`src/rtl/conv_pass_scheduler.sv`:
```
// Convolution pass scheduler: walks filters x input channels, sequencing a weight load and a compute pass for each.
// Optional abort input/aborted output enabled by defining CONV_SCHED_ABORT_EN.
module conv_pass_scheduler #(
    parameter int CNT_W = 8,
    parameter int AW    = 16
) (
    input  logic             clk,
    input  logic             rst,
    input  logic             start,
    input  logic [CNT_W-1:0] num_filters,
    input  logic [CNT_W-1:0] num_in_ch,
    input  logic [4:0]       kernel_size,
    output logic             filt_en,
    output logic             filt_restart,
    input  logic             filt_done,
    output logic             compute_start,
    input  logic             compute_done,
    output logic [AW-1:0]    weight_base_addr,
    output logic [CNT_W-1:0] filter_idx,
    output logic [CNT_W-1:0] channel_idx,
    output logic             busy,
`ifdef CONV_SCHED_ABORT_EN
    input  logic             abort,
    output logic             aborted,
`endif
    output logic             done
);

    typedef enum logic [2:0] {
        S_IDLE, S_LOAD_REQ, S_LOAD_WAIT, S_COMP_REQ, S_COMP_WAIT, S_ADVANCE, S_DONE
    } state_t;

    state_t           r_state;
    state_t           w_next;
    logic [CNT_W-1:0] r_nf;
    logic [CNT_W-1:0] r_nc;
    logic [4:0]       r_ks;
    logic [CNT_W-1:0] r_fidx;
    logic [CNT_W-1:0] r_cidx;
    logic [AW-1:0]    r_addr;
    logic             r_first;
    logic             r_armed;
    logic             w_abort;
    logic             w_last_ch;
    logic             w_last_f;

`ifdef CONV_SCHED_ABORT_EN
    logic r_aborted;
    assign w_abort = abort && (r_state != S_IDLE);
    assign aborted = r_aborted;

    always_ff @(posedge clk or posedge rst) begin
        if (rst) r_aborted <= 1'b0;
        else     r_aborted <= w_abort;
    end
`else
    assign w_abort = 1'b0;
`endif

    assign w_last_ch = (r_cidx == r_nc - CNT_W'(1));
    assign w_last_f  = (r_fidx == r_nf - CNT_W'(1));

    always_ff @(posedge clk or posedge rst) begin
        if (rst) r_state <= S_IDLE;
        else     r_state <= w_next;
    end

    always_comb begin
        w_next = r_state;
        case (r_state)
            S_IDLE:      if (start) w_next = S_LOAD_REQ;
            S_LOAD_REQ:  w_next = S_LOAD_WAIT;
            // r_armed is only set after filt_done was seen low inside this wait,
            // so a level left high by the previous load can never complete it.
            S_LOAD_WAIT: if (r_armed && filt_done) w_next = S_COMP_REQ;
            S_COMP_REQ:  w_next = S_COMP_WAIT;
            S_COMP_WAIT: if (compute_done) w_next = S_ADVANCE;
            S_ADVANCE:   w_next = (w_last_ch && w_last_f) ? S_DONE : S_LOAD_REQ;
            S_DONE:      w_next = S_IDLE;
            default:     w_next = S_IDLE;
        endcase
        if (w_abort) w_next = S_IDLE;
    end

    always_comb begin
        busy          = (r_state != S_IDLE);
        filt_en       = (r_state == S_LOAD_REQ) && r_first;
        filt_restart  = (r_state == S_LOAD_REQ) && !r_first;
        compute_start = (r_state == S_COMP_REQ);
        done          = (r_state == S_DONE);
    end

    always_ff @(posedge clk or posedge rst) begin
        if (rst) begin
            r_nf    <= '0;
            r_nc    <= '0;
            r_ks    <= '0;
            r_fidx  <= '0;
            r_cidx  <= '0;
            r_addr  <= '0;
            r_first <= 1'b0;
            r_armed <= 1'b0;
        end else begin
            case (r_state)
                S_IDLE: if (start) begin
                    r_nf    <= (num_filters == '0) ? CNT_W'(1) : num_filters;
                    r_nc    <= (num_in_ch == '0) ? CNT_W'(1) : num_in_ch;
                    r_ks    <= kernel_size;
                    r_fidx  <= '0;
                    r_cidx  <= '0;
                    r_addr  <= '0;
                    r_first <= 1'b1;
                end
                S_LOAD_REQ:  r_armed <= 1'b0;
                S_LOAD_WAIT: if (!filt_done) r_armed <= 1'b1;
                // The final pass leaves indices and address on the last values.
                S_ADVANCE: begin
                    r_first <= 1'b0;
                    if (!(w_last_ch && w_last_f)) begin
                        r_addr <= r_addr + AW'(r_ks);
                        if (w_last_ch) begin
                            r_cidx <= '0;
                            r_fidx <= r_fidx + CNT_W'(1);
                        end else begin
                            r_cidx <= r_cidx + CNT_W'(1);
                        end
                    end
                end
                default: ;
            endcase
        end
    end

    assign weight_base_addr = r_addr;
    assign filter_idx       = r_fidx;
    assign channel_idx      = r_cidx;

endmodule
```
`config.mk`:
```
export PLATFORM = sky130hd
export DESIGN_NAME = conv_pass_scheduler
export DESIGN_NICKNAME = d
export VERILOG_FILES = /design/src/rtl/conv_pass_scheduler.sv
export SDC_FILE = /design/constraint.sdc
export NUM_CORES = 1
export LEC_CHECK = 0
export CAP_MARGIN = 20
export CORE_AREA = 2 2 109 111
export CTS_BUF_LIST = sky130_fd_sc_hd__clkbuf_8
export DETAILED_ROUTE_END_ITERATION = 6
export DIE_AREA = 0 0 111 113
export SKIP_CTS_REPAIR_TIMING = 1
export SYNTH_ARGS = -nofsm -noshare
export SYNTH_HDL_FRONTEND = slang
export SYNTH_SLANG_ARGS = --single-unit
```
`constraint.sdc`:
```
create_clock -name clk -period 2.43 [get_ports clk]
set_clock_uncertainty 0.2 [all_clocks]
set_input_delay 0.243 -clock clk [delete_from_list [all_inputs] [get_ports clk]]
set_output_delay 0.243 -clock clk [all_outputs]
set_load 0.01 [all_outputs]
```
==> results.yml, run 1 <==
logic_synthesis:
  yosysUniqueCellTypes: 59
  synthCells: 388
  ys_warn_count: 0
  syn-num-nets: 424
  syn_avg_cell_area_um2: 8.842
  yosysSeqAreaShare_pct: 42.30
  synth.ff_latch_count: 58
  async_reset_ff_share_pct: 100.0
  ys.flop_type: "dfrtp_1"
  synth_edf_count: 0
  syn_area_mm2: 0.003431
timing:
  min_period_ps: 2564
  clock.fmax_mhz: 390.0
  setup_viol: 28
  hold_viol: 0
  slew_viol_final: 0
  rsz0062_at_grt: "yes"
  worst_pin_slew_ps: 440.4
  finalCritPeriodShare_pct: 105.5
  relSlewSlack_pct: 70.64
  finalWorstSetupSlack_ps: -134.4
placed_design:
  dp_slack_ps: -176.7
  place_area_mm2: 0.004498
  gp_congestion: 0.7724
  hpwl_um: 6313
  dp.cells: 615
  io_buffers: 62
finish:
  final_cell_mix: "nand2_1, clkdlybuf4s50_1, dfrtp_1, buf_4, nor2_1"
  fin_area_mm2: 0.005075
  layout-drive-gt1-share_pct: 22.95
  final_common_cell: "nand2_1"
  stdcell_count: 644
  n_antenna_cell: 0
  layout.nets: 532
  synthToLayoutAreaGrowth_pct: 47.92
clock_network:
  clockBufferDepth: 2
  clk_pin_slew_ps: 80
  cts_root_buf: "clkbuf_8"
  cts_max_level: 3
  numCtsBuffers: 9
  clk_latency_ps: 350
  clock_sinks: 58
  cts_tree: "done"
route:
  viasPerCell: 4.882
  firstDrtPassIters: 4
  wl_um: 9022
  ant_nets: 0
  drc_errors: 0
  num_vias: 3144
  drt_iter0_drc: 152
  wire_per_inst_um: 14.01
flow_run:
  max-cap-violations: 0
grt:
  grt_pass1_vias: 2972
  grt-ovfl-total: 0
  grt_antenna_before_repair: 0
  grt_pass1_wl_um: 14430
  grt_max_degree: 59
  grtUsageTotal_pct: 14.23
power_and_ir_drop:
  pwr-share-seq_pct: 29.8
  p_sw_uw: 2019
  p_clk_share_pct: 19.6
  powerDensity_mw_per_mm2: 1017
  p_comb_share_pct: 50.7
  p_leak_uw: 0.002260
  peakVddDrop_v: 0.0003943
  p_int_uw: 3143
  total_power_uw: 5163
  swShare_pct: 39.11
run_status:
  failed_checks: "setup timing"
  status: "finished, violations left"
worst_setup_path:
  reg2reg_from: "r_nf[0]$_DFFE_PP0P_"
  cp_slowest_stage_delay_ps: 550
  cp.required_ps: 2470
  criticalPathCategory: "register to register"
  worstSetupStartpoint: "r_nf[0]$_DFFE_PP0P_"
  critPathMaxFanout: 4
  arrival_ps: 2600
  setup.worst_path.start_class: "register"
  crit_path_top_delay_cell: "or4_4"
  path_cells: "or4_4 > a211o_1 > a21boi_2 > o221a_4 > a21oi_4 > or2_4 > mux2_4"
  rr_worst_depth: 7
  crit_path_end_kind: "register"
worst_hold_path:
  worstHoldPathType: "input pin to async pin"
die:
  num_rows: 39
  start_util_pct: 30.44
  core-area_mm2: 0.01127
  die_area_mm2: 0.01254
  die_w_um: 111
  io_pins: 63
  die_y_um: 113
## area by class of cell
class	instances	area, um2
Clock buffer	9	123.9
Clock inverter	7	93.84
Fill cell	1102	6197
Inverter	13	48.80
Multi-Input combinational cell	301	2096
Sequential cell	58	1451
Tap cell	143	178.9
Timing Repair Buffer	113	1082
## power by group through the flow
stage / Clock [uW] / Combinational (uW) / Sequential (uW)
after floorplan: 0 / 1400 / 1530
after global placement: 0 / 2220 / 1540
after detailed placement: 0 / 2250 / 1540
after CTS: 1020 / 2260 / 1530
after global routing: 1070 / 2880 / 1580
final: 1010 / 2620 / 1540
## stage by stage
stage / util (%) / hold WS [ps] / setup TNS (ps)
after floorplan: - / 148.4 / -368.6
after global placement: 39.90 / 269.9 / -1769
after detailed placement: 39.90 / 276.4 / -2491
after CTS: 41.84 / 85.49 / -3070
after global routing: 45.02 / 107.7 / -5262
final: 45.02 / 65.25 / -1621
## worst max-delay path: cells and delay by family (launching register included)
family	cells	cell delay (ps)
AND/OR/NAND/NOR	2	810
AO/OA/AOI/OAI	4	760
flip-flops	1	410
multiplexers	1	300
## Yosys cell counts (all sizes together), types with 9 or more instances
cell    number  share of area [%]
a21oi       20                3.0
clkbuf       9               0.98
dfrtp       58                 42
ha           9                3.3
inv         13                1.4
mux2i       11                3.2
nand2       88                9.6
nand2b       9                1.6
nand3       11                1.6
nor2        28                3.1
o21ai       15                2.2
xnor2       21                5.4
## routing by layer
metal  up-vias  wire (um)  GRT usage [%]  share of wire (%)
met1      1496       4364          19.67                 48
met5         -          0              0                  0
li1       1564          -              -                  -
met2        71       4142          21.88                 46
met4         0        147          5.667                1.6
met3        13        368          3.053                4.1
## cells by family (layout without fill, tap and decap cells)
family | after synthesis | after routing | share of synthesized area [%]
and+or+nand+nor | 185 | 185 | 25.82
buffers and inverters | 29 | 142 | 3.647
DFF | 58 | 58 | 42.30
muxes | 13 | 13 | 4.085
AOI/OAI and AO/OA | 69 | 69 | 14.15
adders and majority gates | 10 | 10 | 3.866
xor gates and xnor gates | 24 | 24 | 6.127
## flip-flops by register name, summed over array words and instances, names as in the netlist
| signal | flops |
|---|---|
| r_nc | 8 |
| weight_base_addr | 16 |
| r_nf | 8 |
| r_armed | 1 |
| r_ks | 5 |
| filter_idx | 8 |
| channel_idx | 8 |
| r_first | 1 |
| r_state | 3 |
## final timing paths
kind / end / slack [ps]
max: weight_base_addr[3]$_DFFE_PP0P_ / -130
min: weight_base_addr[7]$_DFFE_PP0P_ / 70
max reg2reg: weight_base_addr[3]$_DFFE_PP0P_ / -130
min reg2reg: r_ks[2]$_DFFE_PP0P_ / 290
max in group asynchronous: r_nc[2]$_DFFE_PP0P_ / 1690
min in group clk: r_ks[1]$_DFFE_PP0P_ / 220
(Power assumes the default switching activity.)
==> run 2, diff against run 1 <==
--- a/config.mk
+++ b/config.mk
@@ -5,7 +5,7 @@
 export SDC_FILE = /design/constraint.sdc
 export NUM_CORES = 1
 export LEC_CHECK = 0
-export CAP_MARGIN = 20
+export CAP_MARGIN = 25
 export CORE_AREA = 2 2 109 111
 export CTS_BUF_LIST = sky130_fd_sc_hd__clkbuf_8
 export DETAILED_ROUTE_END_ITERATION = 6
==> results of run 2 <==
The final DEF is identical to that of run 1; final timing and power are the same.
==> run 3, diff against run 2 <==
--- a/config.mk
+++ b/config.mk
@@ -11,6 +11,7 @@
 export DETAILED_ROUTE_END_ITERATION = 6
 export DIE_AREA = 0 0 111 113
 export SKIP_CTS_REPAIR_TIMING = 1
+export SLEW_MARGIN = 20
 export SYNTH_ARGS = -nofsm -noshare
 export SYNTH_HDL_FRONTEND = slang
 export SYNTH_SLANG_ARGS = --single-unit
==> results of run 3 <==
The final DEF is identical to that of run 1; final timing and power are the same.
